<file path="config.mk">
export PLATFORM = sky130hd
export DESIGN_NAME = bp_cfg_loader_multi
export DESIGN_NICKNAME = d
export VERILOG_FILES = /design/src/rtl/bp_cfg_loader_pkg.sv /design/src/rtl/bp_cfg_loader_table.sv /design/src/rtl/bp_cfg_loader_multi.sv
export SDC_FILE = /design/constraint.sdc
export NUM_CORES = 1
export LEC_CHECK = 0
export ABC_AREA = 1
export BUFFER_PORTS_ARGS = -buffer_cell sky130_fd_sc_hd__buf_2
export CAP_MARGIN = 25
export CORE_ASPECT_RATIO = 0.8
export CORE_UTILIZATION = 45
export DETAILED_ROUTE_END_ITERATION = 10
export HOLD_SLACK_MARGIN = 0.12
export PLACE_DENSITY = 0.7
export SYNTH_ARGS = -nofsm -noshare
export SYNTH_HDL_FRONTEND = slang
export SYNTH_SLANG_ARGS = --single-unit
</file>
<file path="constraint.sdc">
create_clock -name clk_i -period 20.3 [get_ports clk_i]
set_input_delay 3.045 -clock clk_i [delete_from_list [all_inputs] [get_ports clk_i]]
set_output_delay 3.045 -clock clk_i [all_outputs]
set_load 0.005 [all_outputs]
</file>
<file path="src/rtl/bp_cfg_loader_pkg.sv">
// Shared types for the configuration loader: FSM state encoding and a
// width-parameterised table entry struct generated by a macro so that each
// user can stamp it out with its own address/data widths.
`ifndef BP_CFG_LOADER_PKG_SV
`define BP_CFG_LOADER_PKG_SV

`define BP_CFG_ENTRY_S(addr_w, data_w) \
  typedef struct packed { \
    logic [addr_w-1:0] addr; \
    logic [data_w-1:0] data; \
  } bp_cfg_entry_s

package bp_cfg_loader_pkg;

  typedef enum logic [2:0] {
    e_idle    = 3'd0,
    e_send    = 3'd1,
    e_rd_req  = 3'd2,
    e_rd_wait = 3'd3,
    e_done    = 3'd4
  } bp_cfg_loader_state_e;

endpackage

`endif

</file>
<file path="src/rtl/bp_cfg_loader_table.sv">
// Configuration table: tbl_els_p entries of {addr, data}, one write port and
// one asynchronous read port. Contents are intentionally not reset so a
// programmed table survives a loader reset.
module bp_cfg_loader_table
  import bp_cfg_loader_pkg::*;
#(
  parameter int cfg_addr_width_p = 16,
  parameter int cfg_data_width_p = 64,
  parameter int tbl_els_p        = 8,
  localparam int lg_tbl_els_lp   = $clog2(tbl_els_p)
) (
  input  logic                        clk_i,
  input  logic                        w_v_i,
  input  logic [lg_tbl_els_lp-1:0]    w_idx_i,
  input  logic [cfg_addr_width_p-1:0] w_addr_i,
  input  logic [cfg_data_width_p-1:0] w_data_i,
  input  logic [lg_tbl_els_lp-1:0]    r_idx_i,
  output logic [cfg_addr_width_p-1:0] r_addr_o,
  output logic [cfg_data_width_p-1:0] r_data_o
);

  `BP_CFG_ENTRY_S(cfg_addr_width_p, cfg_data_width_p);

  bp_cfg_entry_s mem_q [tbl_els_p];

  // Table write port; no reset on storage.
  always_ff @(posedge clk_i) begin
    if (w_v_i) begin
      mem_q[w_idx_i] <= '{addr: w_addr_i, data: w_data_i};
    end
  end

  assign r_addr_o = mem_q[r_idx_i].addr;
  assign r_data_o = mem_q[r_idx_i].data;

endmodule

</file>
<file path="src/rtl/bp_cfg_loader_multi.sv">
// Sequential configuration loader. Broadcasts the first `count` table entries
// to every core enabled in a mask over a valid/ready config link, core by core.
// Optional feature macro: BP_CFG_LOADER_READBACK_EN -- each write is followed
// by a read of the same register, and a data mismatch sets a sticky error_o.
module bp_cfg_loader_multi
  import bp_cfg_loader_pkg::*;
#(
  parameter int num_core_p       = 16,
  parameter int cfg_core_width_p = 8,
  parameter int cfg_addr_width_p = 16,
  parameter int cfg_data_width_p = 64,
  parameter int tbl_els_p        = 8,
  localparam int lg_tbl_els_lp   = $clog2(tbl_els_p)
) (
  input  logic                        clk_i,
  input  logic                        reset_i,
  input  logic                        tbl_w_v_i,
  input  logic [lg_tbl_els_lp-1:0]    tbl_w_idx_i,
  input  logic [cfg_addr_width_p-1:0] tbl_w_addr_i,
  input  logic [cfg_data_width_p-1:0] tbl_w_data_i,
  input  logic                        start_i,
  input  logic [lg_tbl_els_lp:0]      count_i,
  input  logic [num_core_p-1:0]       core_mask_i,
  output logic                        busy_o,
  output logic                        done_o,
  output logic                        cfg_v_o,
  output logic                        cfg_w_o,
  output logic [cfg_core_width_p-1:0] cfg_core_o,
  output logic [cfg_addr_width_p-1:0] cfg_addr_o,
  output logic [cfg_data_width_p-1:0] cfg_data_o,
  input  logic                        cfg_ready_i,
  input  logic                        cfg_rdata_v_i,
  input  logic [cfg_data_width_p-1:0] cfg_rdata_i,
  output logic                        error_o
);

  // Core index is one bit wider than needed so it can represent num_core_p;
  // the mask is zero-padded to the full index range so any index is legal.
  localparam int core_w_lp     = $clog2(num_core_p + 1);
  localparam int mask_ext_w_lp = 1 << core_w_lp;
  localparam logic [core_w_lp-1:0]     core_one_lp  = 1;
  localparam logic [core_w_lp-1:0]     core_last_lp = core_w_lp'(num_core_p - 1);
  localparam logic [lg_tbl_els_lp-1:0] entry_one_lp = 1;
  localparam logic [lg_tbl_els_lp:0]   cnt_one_lp   = 1;

  bp_cfg_loader_state_e state_q, state_d;
  logic [lg_tbl_els_lp:0]      count_q, count_d;
  logic [num_core_p-1:0]       mask_q, mask_d;
  logic [lg_tbl_els_lp-1:0]    entry_q, entry_d;
  logic [core_w_lp-1:0]        core_q, core_d;
  logic                        busy_q, busy_d;
  logic                        done_q, done_d;
  logic                        error_q, error_d;
  logic                        cfg_v_q, cfg_v_d;
  logic                        cfg_w_q, cfg_w_d;
  logic [cfg_core_width_p-1:0] cfg_core_q, cfg_core_d;
  logic [cfg_addr_width_p-1:0] cfg_addr_q, cfg_addr_d;
  logic [cfg_data_width_p-1:0] cfg_data_q, cfg_data_d;

  logic [mask_ext_w_lp-1:0]    mask_ext_q, mask_ext_d;
  logic                        higher_en;
  logic                        last_entry;
  logic                        advance;
  logic [cfg_addr_width_p-1:0] tbl_r_addr;
  logic [cfg_data_width_p-1:0] tbl_r_data;

  assign mask_ext_q = {{(mask_ext_w_lp - num_core_p){1'b0}}, mask_q};
  assign mask_ext_d = {{(mask_ext_w_lp - num_core_p){1'b0}}, mask_d};
  assign last_entry = ({1'b0, entry_q} == (count_q - cnt_one_lp));

  // Table reads the entry the next cycle will present, so the read happens
  // before any same-edge write lands (read-before-write on start).
  bp_cfg_loader_table #(
    .cfg_addr_width_p(cfg_addr_width_p),
    .cfg_data_width_p(cfg_data_width_p),
    .tbl_els_p       (tbl_els_p)
  ) u_table (
    .clk_i   (clk_i),
    .w_v_i   (tbl_w_v_i && (state_q == e_idle)),
    .w_idx_i (tbl_w_idx_i),
    .w_addr_i(tbl_w_addr_i),
    .w_data_i(tbl_w_data_i),
    .r_idx_i (entry_d),
    .r_addr_o(tbl_r_addr),
    .r_data_o(tbl_r_data)
  );

  // Is any core above the current one still enabled?
  always_comb begin
    higher_en = 1'b0;
    for (int i = 0; i < mask_ext_w_lp; i++) begin
      if (mask_ext_q[i] && (core_w_lp'(i) > core_q)) higher_en = 1'b1;
    end
  end

  // Sequencer next-state: walk entries within a core, then move to the next core.
  always_comb begin
    state_d = state_q;
    count_d = count_q;
    mask_d  = mask_q;
    entry_d = entry_q;
    core_d  = core_q;
    busy_d  = busy_q;
    done_d  = 1'b0;
    error_d = error_q;
    advance = 1'b0;
    case (state_q)
      e_idle: begin
        if (start_i) begin
          count_d = count_i;
          mask_d  = core_mask_i;
          entry_d = '0;
          core_d  = '0;
          error_d = 1'b0;
          busy_d  = 1'b1;
          state_d = ((count_i == '0) || (core_mask_i == '0)) ? e_done : e_send;
        end
      end
      e_send: begin
        if (!cfg_v_q) begin
          // Masked-off core: one skip cycle, then the next core.
          if ((core_q == core_last_lp) || !higher_en) state_d = e_done;
          else core_d = core_q + core_one_lp;
        end else if (cfg_ready_i) begin
`ifdef BP_CFG_LOADER_READBACK_EN
          state_d = e_rd_req;
`else
          advance = 1'b1;
`endif
        end
      end
`ifdef BP_CFG_LOADER_READBACK_EN
      e_rd_req: begin
        if (cfg_ready_i) state_d = e_rd_wait;
      end
      e_rd_wait: begin
        if (cfg_rdata_v_i) begin
          if (cfg_rdata_i != cfg_data_q) error_d = 1'b1;
          advance = 1'b1;
        end
      end
`endif
      e_done: begin
        done_d  = 1'b1;
        busy_d  = 1'b0;
        state_d = e_idle;
      end
      default: state_d = e_idle;
    endcase

    if (advance) begin
      state_d = e_send;
      if (last_entry) begin
        entry_d = '0;
        if (!higher_en || (core_q == core_last_lp)) state_d = e_done;
        else core_d = core_q + core_one_lp;
      end else begin
        entry_d = entry_q + entry_one_lp;
      end
    end
  end

  // Link outputs for the next cycle, derived from the next state and indices.
  always_comb begin
    cfg_v_d    = 1'b0;
    cfg_w_d    = 1'b0;
    cfg_core_d = cfg_core_q;
    cfg_addr_d = cfg_addr_q;
    cfg_data_d = cfg_data_q;
    if (state_d == e_send) begin
      cfg_v_d    = mask_ext_d[core_d];
      cfg_w_d    = mask_ext_d[core_d];
      cfg_core_d = cfg_core_width_p'(core_d);
      cfg_addr_d = tbl_r_addr;
      cfg_data_d = tbl_r_data;
    end
`ifdef BP_CFG_LOADER_READBACK_EN
    else if (state_d == e_rd_req) begin
      cfg_v_d = 1'b1;
      cfg_w_d = 1'b0;
    end
`endif
  end

  // Single FSM/output register bank; everything visible on the link is registered.
  always_ff @(posedge clk_i or posedge reset_i) begin
    if (reset_i) begin
      state_q    <= e_idle;
      count_q    <= '0;
      mask_q     <= '0;
      entry_q    <= '0;
      core_q     <= '0;
      busy_q     <= 1'b0;
      done_q     <= 1'b0;
      error_q    <= 1'b0;
      cfg_v_q    <= 1'b0;
      cfg_w_q    <= 1'b0;
      cfg_core_q <= '0;
      cfg_addr_q <= '0;
      cfg_data_q <= '0;
    end else begin
      state_q    <= state_d;
      count_q    <= count_d;
      mask_q     <= mask_d;
      entry_q    <= entry_d;
      core_q     <= core_d;
      busy_q     <= busy_d;
      done_q     <= done_d;
      error_q    <= error_d;
      cfg_v_q    <= cfg_v_d;
      cfg_w_q    <= cfg_w_d;
      cfg_core_q <= cfg_core_d;
      cfg_addr_q <= cfg_addr_d;
      cfg_data_q <= cfg_data_d;
    end
  end

  assign busy_o     = busy_q;
  assign done_o     = done_q;
  assign cfg_v_o    = cfg_v_q;
  assign cfg_w_o    = cfg_w_q;
  assign cfg_core_o = cfg_core_q;
  assign cfg_addr_o = cfg_addr_q;
  assign cfg_data_o = cfg_data_q;

`ifdef BP_CFG_LOADER_READBACK_EN
  assign error_o = error_q;
`else
  logic unused_rdata;
  assign unused_rdata = ^{cfg_rdata_v_i, cfg_rdata_i, error_q};
  assign error_o      = 1'b0;
`endif

endmodule

</file>
==> flow_metrics.py <==
metrics = {
    "route": {
        "dr.pass1.iters": 5,
        "antenna_left": 0,
        "drt_iter0_markers": 1730,
        "wl_per_cell_um": 20.4,
        "vias": 19600,
        "drc_errors": 0,
        "wirelength_um": 73400,
        "vias_per_cell": 5.45,
    },
    "floorplanning": {
        "die_area_mm2": 0.0695,
        "fp-row-count": 85,
        "die_y_um": 236,
        "start_util": 0.457,
        "coreArea_mm2": 0.0674,
        "die_x_um": 294,
        "num_io_pins": 266,
    },
    "clock_network": {
        "cts_buffer_depth": 3,
        "ctsResizeCount": 0,
        "hold_buffers": 0,
        "post_cts_buffers": 0,
        "cts.sinks": 759,
        "htree_levels": 3,
        "cts_tree": "built",
        "clk_pin_slew_ps": 60,
        "clk_latency_ps": 630,
        "cts-root-buf": "clkbuf_16",
        "cts_made_buffers": 76,
    },
    "logic_synthesis": {
        "syn_inst": 2459,
        "ys_types": 47,
        "synth_ff_type": "edfxtp_1",
        "synth_edf_count": 640,
        "async_flop_share": 0.157,
        "syn_area_mm2": 0.0308,
        "synth_seq_cells": 759,
        "synth_largest_area_cell": "edfxtp_1",
        "ys_top_cells_by_area": "edfxtp_1 (62%), dfrtp_1 (9.7%), nor2_1 (6.2%)",
        "synth_top_area_share": 0.624,
        "seq_area_frac_synth": 0.721,
        "avgSynthCellArea_um2": 12.5,
        "ys_warn_count": 0,
    },
    "global_routing": {
        "grt_usage": 0.210,
        "grt_start_max_net_pins": 199,
        "antenna_found_initial": 16,
        "grt_remaining_overflow": 0,
        "grt_pass1_vias": 19100,
        "grt_first_pass_wirelength_um": 111000,
    },
    "critical_path": {
        "slowest_delay_ps": 560,
        "start_kind": "input port",
        "crit_end": "cfg_addr_o[8]$_DFFE_PP0P_",
        "rr_worst_depth": 16,
        "path_depth": 16,
        "crit_type": "input port to flop",
        "critPathRequiredTime_ps": 20780,
        "cp.arrival_ps": 6760,
        "rr_endpoint": "cfg_addr_o[8]$_DFFE_PP0P_",
        "cpMostUsedCell": "nor2_1",
        "cp_max_fo": 162,
        "reg2reg_from": "state_q[2]$_DFF_PP0_",
        "cp_top_family": "buffers and inverters",
        "critPathCaptureType": "flop",
        "critPathBufInv": 6,
        "worstPathCellList": "buf_2, inv_1, nor2_2, inv_2, nand3_1, o21ai_2, nand2_8, inv_8, buf_4, buf_16, nor2_1, nor2_1, o21ai_0, nand3_1, a21oi_1, nor2_1",
        "worstSetupStartpoint": "start_i",
        "reg2reg_slack_ps": 15790,
        "cp_slowest_cell": "nand2_8",
    },
    "pwr": {
        "leakagePower_nw": 12.0,
        "p_per_area_mw_per_mm2": 103,
        "max-vdd-ir-drop_uv": 63.3,
    },
    "final_layout": {
        "syn_to_final_growth_pct": 13.7,
        "drive_above_1_share": 0.164,
        "fillCellCount": 5645,
        "nets": 2793,
    },
    "worst_hold_path": {
        "worstHoldPathType": "flop to flop",
    },
    "timing": {
        "finalHoldViolCount": 0,
        "timing.slew.headroom": 0.293,
        "fin_crit_ps": 6280,
        "timing.fmax_ghz": 0.159,
        "final_max_slew_viol_count": 0,
        "min_period_over_period": 0.309,
        "skew_ps": 38.2,
        "report.final.setup_viol": 0,
        "fin_tns_setup_ps": 0,
        "worst_pin_slew_ps": 1060,
        "fin_ws_ps": 14020,
        "rsz0062_at_grt": "no",
    },
    "place": {
        "dp_hpwl_um": 38200,
        "dpl_worst_slack_ps": 12810,
        "portBuffers": 196,
        "gp_congestion": 0.888,
    },
    "run": {
        "maxCapViolations": 0,
    },
    "status": {
        "status": "finished, final reports clean",
    },
}
-- flip-flops by register name, indices dropped and copies added (netlist names) --
register and cells:
u_table.mem_q 640, cfg_data_o 64, cfg_addr_o 16, mask_q 16
cfg_core_o 5, core_q 5, count_q 4, entry_q 3
state_q 3, busy_o 1, cfg_w_o 1, done_o 1
-- worst register-to-register path: stages, from the launching register on --
cell,delay [ps]
dfrtp_1,430
nor3_2,330
inv_2,90
nor2_2,310
inv_2,220
nand3_1,130
o21ai_2,100
nand2_8,560
inv_8,470
buf_4,590
buf_16,220
nor2_1,190
nor2_1,40
o21ai_0,110
nand3_1,90
a21oi_1,430
nor2_1,70
-- layout by cell type, fill, tap and decap left out, drive strengths merged --
master	synthesis	final
nand4	9	9
nand3	208	208
mux2i	1	1
buf	120	228
xnor2	2	2
ha	5	5
nor3	4	4
nor3b	1	1
inv	51	55
o21bai	1	1
edfxtp	640	640
bufinv	0	6
a21oi	85	85
dfrtp	119	119
or2	162	162
clkbuf	34	104
xor2	4	4
nor4	4	4
nor2	520	520
a31oi	1	1
o21ai	184	184
clkinv	2	27
o22ai	2	2
clkinvlp	0	1
nand2	136	136
diode	0	3
conb	1	5
o31ai	2	2
o311ai	1	1
o211ai	160	160
-- stage by stage --
| stage | cells | hold WS (ps) | total power [mW] | utilization | area, um^2 |
|---|---|---|---|---|---|
| after global placement | 3447 | 468 | 2.23 | 0.481 | 32400 |
| final | 3593 | 490 | 3.62 | 0.519 | 35000 |
| after global routing | 3590 | 515 | 3.75 | 0.519 | 35000 |
| after floorplan | 2463 | 462 | 2.08 | - | 30800 |
| after CTS | 3587 | 492 | 3.64 | 0.518 | 34900 |
| after detailed placement | 3447 | 478 | 2.24 | 0.481 | 32400 |
-- area by class of cell --
class                   instances  area, um^2  share of cell area
repair buffers                228        1280              0.0366
well taps                     913        1140              0.0326
flip-flops and latches        759       22200               0.634
inverters                      53         218             0.00622
diodes                          3        7.51            0.000214
clock inverters                36         412              0.0118
clock buffers                 104        2110              0.0602
multi-input cells            1497        7650               0.219
-- worst min path at each step --
stage / from / endpoint / slack (ps) / cells after the start
floorplan: mask_q[2]$_DFF_PP0_ / mask_q[2]$_DFF_PP0_ / 460 / 2
global placement: cfg_core_o[0]$_DFFE_PP0P_ / cfg_core_o[0]$_DFFE_PP0P_ / 470 / 2
detailed placement: cfg_core_o[0]$_DFFE_PP0P_ / cfg_core_o[0]$_DFFE_PP0P_ / 480 / 2
CTS: cfg_core_o[0]$_DFFE_PP0P_ / cfg_core_o[0]$_DFFE_PP0P_ / 490 / 2
global route: cfg_core_o[1]$_DFFE_PP0P_ / cfg_core_o[1]$_DFFE_PP0P_ / 520 / 2
finish: cfg_core_o[0]$_DFFE_PP0P_ / cfg_core_o[0]$_DFFE_PP0P_ / 490 / 2
-- synthesized netlist by cell type, types with 5 or more instances --
cell	count
edfxtp_1	640
nor2_1	509
nand3_1	201
o211ai_1	160
nand2_1	124
dfrtp_1	119
o21ai_0	103
a21oi_1	83
or2_0	81
o21ai_1	79
buf_2	78
or2_1	50
clkbuf_1	34
inv_1	34
or2_2	31
buf_6	17
inv_2	17
buf_1	13
buf_4	12
nand2_2	10
nand4_1	8
nor2_2	8
ha_1	5
nand3_2	5
-- metal layers --
metal	global-route usage	share of wire	routed length, um
met1	0.291	0.43	31600
met2	0.336	0.47	34200
met3	0.0526	0.082	6010
met4	0.0488	0.019	1400
met5	0	0.0022	160
-- power breakdown --
group	total [mW]	leakage [nW]	internal, mW	switching [mW]
combinational	0.383	3.61	0.133	0.250
sequential	1.83	7.14	1.78	0.0560
clock	1.40	1.23	0.813	0.589
-- kinds of logic after synthesis --
family	share of synthesized area
buffers and inverters	0.0341
adders and majority gates	0.00203
AOI/OAI and AO/OA	0.0853
and+or+nand+nor	0.155
muxes	0.000325
xor gates and xnor gates	0.00171
other	0.000122
DFF	0.721
Power figures use the tool's default switching activity.
